$ cat src/rtl/cart_dongle_lfsr.sv
// rtl/cart_dongle_lfsr.sv - cartridge copy-protection dongle engine
// Key reload, Galois LFSR step, address XOR and invert, selected by the address latched at strobe fall.
module cart_dongle_lfsr #(
  parameter int               WIDTH     = 8,
  parameter logic [WIDTH-1:0] SEED      = 8'h00,
  parameter logic [WIDTH-1:0] POLY      = 8'hB8,
  parameter logic [7:0]       KEY_ADDR  = 8'hD8,
  parameter int               SHIFT_BIT = 0,
  parameter int               XOR_BIT   = 3,
  parameter int               INV_BIT   = 4,
  parameter int               CNT_W     = 8
) (
  input  logic             clk,
  input  logic             reset,
  input  logic             enable,
  input  logic             rom3_n,
  input  logic             uds_n,
  input  logic [7:0]       A,
  output logic [WIDTH-1:0] D,
  output logic             d_oe,
  output logic [CNT_W-1:0] access_count
);

  typedef enum logic [1:0] {IDLE, ACTIVE, COMMIT} state_t;

  state_t           state_q, state_d;
  logic             uds_dly_q;
  logic [7:0]       a_q, a_d;
  logic [WIDTH-1:0] dat_q, dat_d;
  logic             oe_q, oe_d;
  logic [CNT_W-1:0] cnt_q, cnt_d;

  logic             fall, rise, start;
  logic [WIDTH-1:0] a_w, s_shift, s_xor, s_next;

  // Latched address zero-extended or truncated to the state width.
  if (WIDTH > 8) begin : g_wide
    assign a_w = {{(WIDTH-8){1'b0}}, a_q};
  end else begin : g_narrow
    assign a_w = a_q[WIDTH-1:0];
  end

  always_comb begin
    fall  = uds_dly_q & ~uds_n;
    rise  = ~uds_dly_q & uds_n;
    start = fall & ~rom3_n & enable;
  end

  always_comb begin
    s_shift = dat_q;
    if (a_q[SHIFT_BIT]) begin
      s_shift = dat_q[0] ? ((dat_q >> 1) ^ POLY) : (dat_q >> 1);
    end
    s_xor  = a_q[XOR_BIT] ? (s_shift ^ a_w) : s_shift;
    s_next = a_q[INV_BIT] ? ~s_xor : s_xor;
  end

  always_comb begin
    state_d = state_q;
    a_d     = a_q;
    dat_d   = dat_q;
    cnt_d   = cnt_q;
    case (state_q)
      IDLE: begin
        if (start) begin
          a_d     = A;
          state_d = ACTIVE;
        end
      end
      ACTIVE: begin
        if (!enable) begin
          state_d = IDLE;
        end else if (rise) begin
          state_d = COMMIT;
        end
      end
      COMMIT: begin
        state_d = IDLE;
        if (enable) begin
          if (a_q == KEY_ADDR) begin
            dat_d = SEED;
            cnt_d = '0;
          end else begin
            dat_d = s_next;
            cnt_d = (cnt_q == {CNT_W{1'b1}}) ? cnt_q : cnt_q + CNT_W'(1);
          end
        end
        // A new strobe may begin while the previous one commits.
        if (start) begin
          a_d     = A;
          state_d = ACTIVE;
        end
      end
      default: state_d = IDLE;
    endcase
    oe_d = (state_d == ACTIVE);
  end

  always_ff @(posedge clk) begin
    if (reset) begin
      state_q   <= IDLE;
      uds_dly_q <= 1'b1;
      a_q       <= '0;
      dat_q     <= SEED;
      oe_q      <= 1'b0;
      cnt_q     <= '0;
    end else begin
      state_q   <= state_d;
      uds_dly_q <= uds_n;
      a_q       <= a_d;
      dat_q     <= dat_d;
      oe_q      <= oe_d;
      cnt_q     <= cnt_d;
    end
  end

  assign D            = dat_q;
  assign d_oe         = oe_q;
  assign access_count = cnt_q;

endmodule

$ cat config.mk
export PLATFORM = sky130hd
export DESIGN_NAME = cart_dongle_lfsr
export DESIGN_NICKNAME = d
export VERILOG_FILES = /design/src/rtl/cart_dongle_lfsr.sv
export SDC_FILE = /design/constraint.sdc
export NUM_CORES = 1
export LEC_CHECK = 0
export BUFFER_PORTS_ARGS = -buffer_cell sky130_fd_sc_hd__buf_2
export CORE_MARGIN = 1
export CORE_UTILIZATION = 45
export CTS_CLUSTER_SIZE = 25
export DETAILED_ROUTE_END_ITERATION = 8
export PLACE_DENSITY = 0.7
export RECOVER_POWER = 25
export SETUP_SLACK_MARGIN = 0.02
export SLEW_MARGIN = 30
export SYNTH_ARGS = -nofsm -noshare
export SYNTH_HDL_FRONTEND = slang
export SYNTH_SLANG_ARGS = --single-unit
$ cat constraint.sdc
create_clock -name clk -period 1.55 [get_ports clk]
set_clock_uncertainty 0.15 [all_clocks]
set_input_delay 0.155 -clock clk [delete_from_list [all_inputs] [get_ports clk]]
set_output_delay 0.155 -clock clk [all_outputs]
set_load 0.005 [all_outputs]
After elaboration in Yosys (flattened, before gate mapping)
Cells that the tools add are included.
{"block": "totals", "regBits": 28, "inputBits": 13}
{"block": "classes", "addsub": 1, "eq_ne": 6, "muxes": 12, "bitwise_logic": 10, "n_reduce_logical": 5}
{"op": "8-bit 2-to-1 mux", "n": 7}
{"op": "8-bit == test (second input constant)", "n": 2}
{"op": "8-bit by 1-bit adder with 8-bit output (second input constant)", "n": 1}
{"op": "8-bit NOT", "n": 1}
{"op": "8-bit XOR", "n": 1}
{"op": "2-bit 2-to-1 mux", "n": 3}
{"op": "2-bit case mux with 3 select lines", "n": 1}
{"op": "1-bit bitwise AND", "n": 4}
{"op": "2-bit by 1-bit == test with 1-bit output (second input constant)", "n": 2}
{"op": "3-bit NOT with 4-bit output", "n": 1}
{"op": "2-bit AND reduction", "n": 2}
{"op": "1-bit NOT", "n": 3}
{"op": "3-bit AND reduction", "n": 1}
{"op": "2-bit == test (second input constant)", "n": 1}
{"op": "2-bit logical NOT", "n": 1}
{"op": "2-bit != test (second input constant)", "n": 1}
{"op": "2-bit OR reduction", "n": 1}
{"op": "1-bit 2-to-1 mux", "n": 1}

Depth between registers and ports, before layout
{"block": "depth", "depth_word": 8, "depth_mapped": 6}

Worst setup path after synthesis
No wires, ideal clock.
{"block": "synth_timing", "path_kind": "register to register", "from": "register a_q[3]", "to": "register cnt_q[3] (netlist: access_count[3])", "setup_time_ns": 0.069, "arrival_time_ns": 1.385, "required_ns": 1.331, "path_slack_ns": -0.053, "stages_incl_launch_ff": 7, "period_less_slack_ns": 1.603, "path_cell_list": "dfxtp_1 > buf_4 > and4b_1 > buf_6 > a31o_1 > a2111o_1 > o21ai_1"}
{"block": "synth_between", "elab_chain_len": 3}
{"element": "start, declared", "line_no": "28", "text": "logic [7:0] a_q, a_d;"}
{"element": "start signal, assigned", "line_no": "103", "text": "a_q <= '0;"}
{"element": "start signal, assigned", "line_no": "110", "text": "a_q <= a_d;"}
{"element": "8-bit == test *", "line_no": "80", "text": "if (a_q == KEY_ADDR) begin"}
{"element": "2-bit != test (no line)"}
{"element": "3-bit AND reduction (no line)"}
{"element": "end signal, assigned", "line_no": "113", "text": "cnt_q <= cnt_d;"}
{"element": "end, declared", "line_no": "31", "text": "logic [CNT_W-1:0] cnt_q, cnt_d;"}
Mark *: on every way between the ends. The rest lies on a longest branch, timed or not.
A chain may end at the register's enable or synchronous reset.

Worst setup path in the final report
{"block": "layout_timing", "from": "register state_q[0]", "to": "register cnt_q[6] (netlist: access_count[6])"}
{"block": "layout_between", "elab_chain_len": 2}
{"element": "start, declared", "line_no": "26", "text": "state_t state_q, state_d;"}
{"element": "start signal, assigned", "line_no": "108", "text": "state_q <= state_d;"}
{"element": "2-bit == test", "line_no": "63", "text": "case (state_q)"}
{"element": "3-bit AND reduction (no line)"}
Every way passes these cells.

==> summary.log <==
qor: finish.post-route-util 69.2%
qor: yosys.synth_compound_area_share 17.4%
qor: yosys.synth_sequential_area_ratio 36.5%
qor: setup_path.crit_slowest_cell sky130_fd_sc_hd__dfxtp_2
qor: timing.max_slew_margin 80.5%
qor: power.powerDensity 547 nW/um2
qor: setup_path.crit_path_end_kind flip-flop
qor: die.design.die.area 3650 um2
qor: place.place_hpwl 2.61 mm
qor: yosys.synth_top_family_by_area simple AND/OR/NAND/NOR gates
qor: worst_hold_path.min-delay-path-class input port to flip-flop
qor: die.core_area 3150 um2
qor: grt.initial_antenna_violation_count 0
qor: clock_tree.total_cts_buffers 3
qor: finish.final_area 2180 um2
qor: routing.met3RoutedLength 125 um
qor: routing.first_iter_violations 93
qor: routing.highest_layer met4
qor: yosys.synth_top_area_cell sky130_fd_sc_hd__dfxtp_1
qor: timing.achievable-frequency 637 MHz
qor: yosys.synth_fa_ha_area_share 0.815%
qor: setup_path.worstPathArrival 1650 ps
qor: die.ios 30
qor: timing.timing_worst_slew_pin_value 291 ps
qor: yosys.ys_async_sr_fraction 0%
qor: die.std_cell_rows 20
qor: clock_tree.cts.htree.levels 1
qor: yosys.post_synth_mux_area_share 4.24%
qor: timing.slew_violations 0
qor: timing.layout_worst_path_cycle_share 101%
qor: routing.drt-met1-wl 1.83 mm
qor: finish.num-nets-final 247
qor: grt.global_route.usage.total 21.7%
qor: setup_path.timing.setup.critical_path_class flip-flop to flip-flop
qor: routing.via_count 1,513
qor: grt.grt_pass1_vias 1,351
qor: yosys.netlist_area 1540 um2
qor: routing.detail_route.wirelength 3.98 mm
qor: routing.met2WireLength 1.95 mm
qor: place.detailed_place.area 1890 um2
qor: finish.seqCellArea 572 um2
qor: clock_tree.cts_root_buffer sky130_fd_sc_hd__clkbuf_4
qor: yosys.postSynthRegisterBits 28
qor: die.initial_utilization 48.7%
qor: setup_path.crit_chain and3b_2, nand3_1, o311ai_2, o41ai_2
qor: die.dieHeight 60.4 um
qor: timing.grt_setup_unrepaired yes
qor: finish.flow.area_growth_from_synthesis 42.1%
qor: finish.layout-drive-gt1-share 42.0%
qor: setup_path.timing.critical_path.required 1630 ps
qor: routing.via_per_inst 5.50
qor: status.run_status finished with violations
qor: place.gp_congestion 0.882
qor: yosys.netlist.area_leader.share 36.5%
qor: timing.setup_viol 5
qor: finish.layout.cells.most_common_list sky130_fd_sc_hd__buf_2, sky130_fd_sc_hd__buf_4, sky130_fd_sc_hd__dfxtp_1
qor: setup_path.worst_path_dominant_cell_family simple AND/OR/NAND/NOR gates
qor: setup_path.worst-path-max-fanout 6
qor: setup_path.slowest_delay 350 ps
qor: power.power.leakage 0.909 nW
qor: clock_tree.clkSlewWorstSetupHoldPaths 150 ps
qor: grt.grt_max_degree 15
qor: timing.timing_hold_violations_final 0
qor: finish.mostFrequentLayoutCell sky130_fd_sc_hd__buf_2
qor: yosys.synth-main-ff-cell sky130_fd_sc_hd__dfxtp_1
qor: job.max_cap_viol_count 0
qor: setup_path.cp.buffers_inverters 0
qor: yosys.synth.top_cells.by_area sky130_fd_sc_hd__dfxtp_1, sky130_fd_sc_hd__a21oi_1, sky130_fd_sc_hd__xnor3_1
qor: yosys.yosys.area_share.xor_xnor 11.6%
qor: grt.grt_first_pass_wirelength 5.94 mm
qor: yosys.syn_area_per_cell 9.08 um2
qor: yosys.ys.warnings.count 0
qor: routing.routed_wire_length_per_instance 14.5 um
qor: finish.antenna_cells 0
qor: clock_tree.cts_tree done
qor: clock_tree.cts.sink_count 28
qor: grt.globalRouteOverflowTotal 0
qor: die.die_w 60.4 um
qor: place.port-buffer-count 29
qor: yosys.synth_edf_count 0
qor: status.failing_checks setup timing
qor: power.ir_worst_vdd 0.000433 V
qor: timing.hold-worst-slack 46.2 ps
qor: yosys.yosys.area_share.simple 24.9%
qor: routing.dr.pass1.iters 4
qor: finish.fillCellCount 264
qor: timing.fin_ws -20.9 ps
qor: timing.layout_min_cycle_time 1570 ps
qor: finish.area_occupied_by_multi_input_gates 1020 um2
qor: place.dp_slack -115 ps
qor: setup_path.crit_path_start_kind flip-flop
qor: yosys.synth_nets 183
qor: yosys.synth_cell_type_count 42
qor: clock_tree.cts-root-to-sink-buffers 2
qor: yosys.syn-instance-count 169
qor: clock_tree.clk-insertion-delay-late 330 ps
qor: place.place.detailed.instances 259
qor: finish.stdcell_count 275
qor: routing.drc 0
qor: routing.antenna_violating_nets_post_route 0
path summary, 6_finish.rpt:
kind                   startpoint         endpoint  slack (ps)  cells after the start
setup / recovery       state_q[0]  access_count[6]         -20                      4
hold / removal              reset  access_count[0]          50                      2
setup reg to reg       state_q[0]  access_count[6]         -20                      4
hold reg to reg   access_count[6]  access_count[6]         360                      1
layer usage:
| metal | global-route usage (%) | up-vias |
|---|---|---|
| met5 | 0 | - |
| met4 | 7.79 | 0 |
| met3 | 2.13 | 9 |
| met2 | 36.6 | 42 |
| met1 | 28.9 | 728 |
| li1 | - | 734 |
timing repair:
item / in CTS / in global routing
pin swaps: 4 / 12
gates cloned: 0 / 0
hold buffers: 9 / 0
resized for setup: 10 / 25
setup endpoints to repair: 15 / 15
buffers inserted: 0 / 4
endpoints found under the hold margin: 10 / 0
layout make-up:
type	count	share of cell area, %
Clock buffer	3	1.03
Inverter	3	0.516
Multi-Input combinational cell	128	46.8
Sequential cell	28	26.2
Tap cell	44	2.52
Timing Repair Buffer	69	22.9
state kept, by name, indices dropped and copies added (netlist names):
signal,count
access_count,8
d_oe,1
state_q,2
uds_dly_q,1
a_q,8
D,8
cell families (layout without fill, tap and decap cells):
logic type	after synthesis	after routing
fa+ha+maj	1	1
mux	6	6
flops	28	28
compound gates	40	40
xor+xnor	14	14
buf+inv	13	75
simple gates	67	67
stage by stage:
stage | setup TNS (ps) | power, W
2_1_floorplan | -6.03 | 0.000823
6_report | -67.4 | 0.00119
5_1_grt | -735 | 0.00124
3_3_place_gp | -207 | 0.000864
4_1_cts | -16.0 | 0.00118
3_5_place_dp | -629 | 0.000869
report_power, final:
group          switching (W)  leakage [nW]  internal (W)  total, W
Combinational      0.0000679         0.665     0.0000805  0.000148
Sequential        0.00000695         0.230      0.000728  0.000735
Clock               0.000219        0.0138     0.0000915  0.000310
Yosys cell counts, types with 2 or more instances:
cell type / count
sky130_fd_sc_hd__nand3b_1: 5
sky130_fd_sc_hd__nand3_1: 11
sky130_fd_sc_hd__buf_6: 2
sky130_fd_sc_hd__nor2_1: 12
sky130_fd_sc_hd__clkbuf_1: 5
sky130_fd_sc_hd__o41ai_1: 2
sky130_fd_sc_hd__a21oi_1: 18
sky130_fd_sc_hd__o311ai_1: 2
sky130_fd_sc_hd__xnor2_1: 9
sky130_fd_sc_hd__o21ai_1: 2
sky130_fd_sc_hd__dfxtp_1: 28
sky130_fd_sc_hd__o31ai_1: 4
sky130_fd_sc_hd__nand4_1: 2
sky130_fd_sc_hd__buf_2: 2
sky130_fd_sc_hd__mux2_2: 4
sky130_fd_sc_hd__nand2b_1: 6
sky130_fd_sc_hd__nand2_1: 19
sky130_fd_sc_hd__a22oi_1: 4
sky130_fd_sc_hd__a211oi_1: 2
sky130_fd_sc_hd__inv_1: 3
sky130_fd_sc_hd__xnor3_1: 4
sky130_fd_sc_hd__mux2i_1: 2
sky130_fd_sc_hd__nor4b_4: 2
Note: power is estimated with default switching activity, not from simulation.
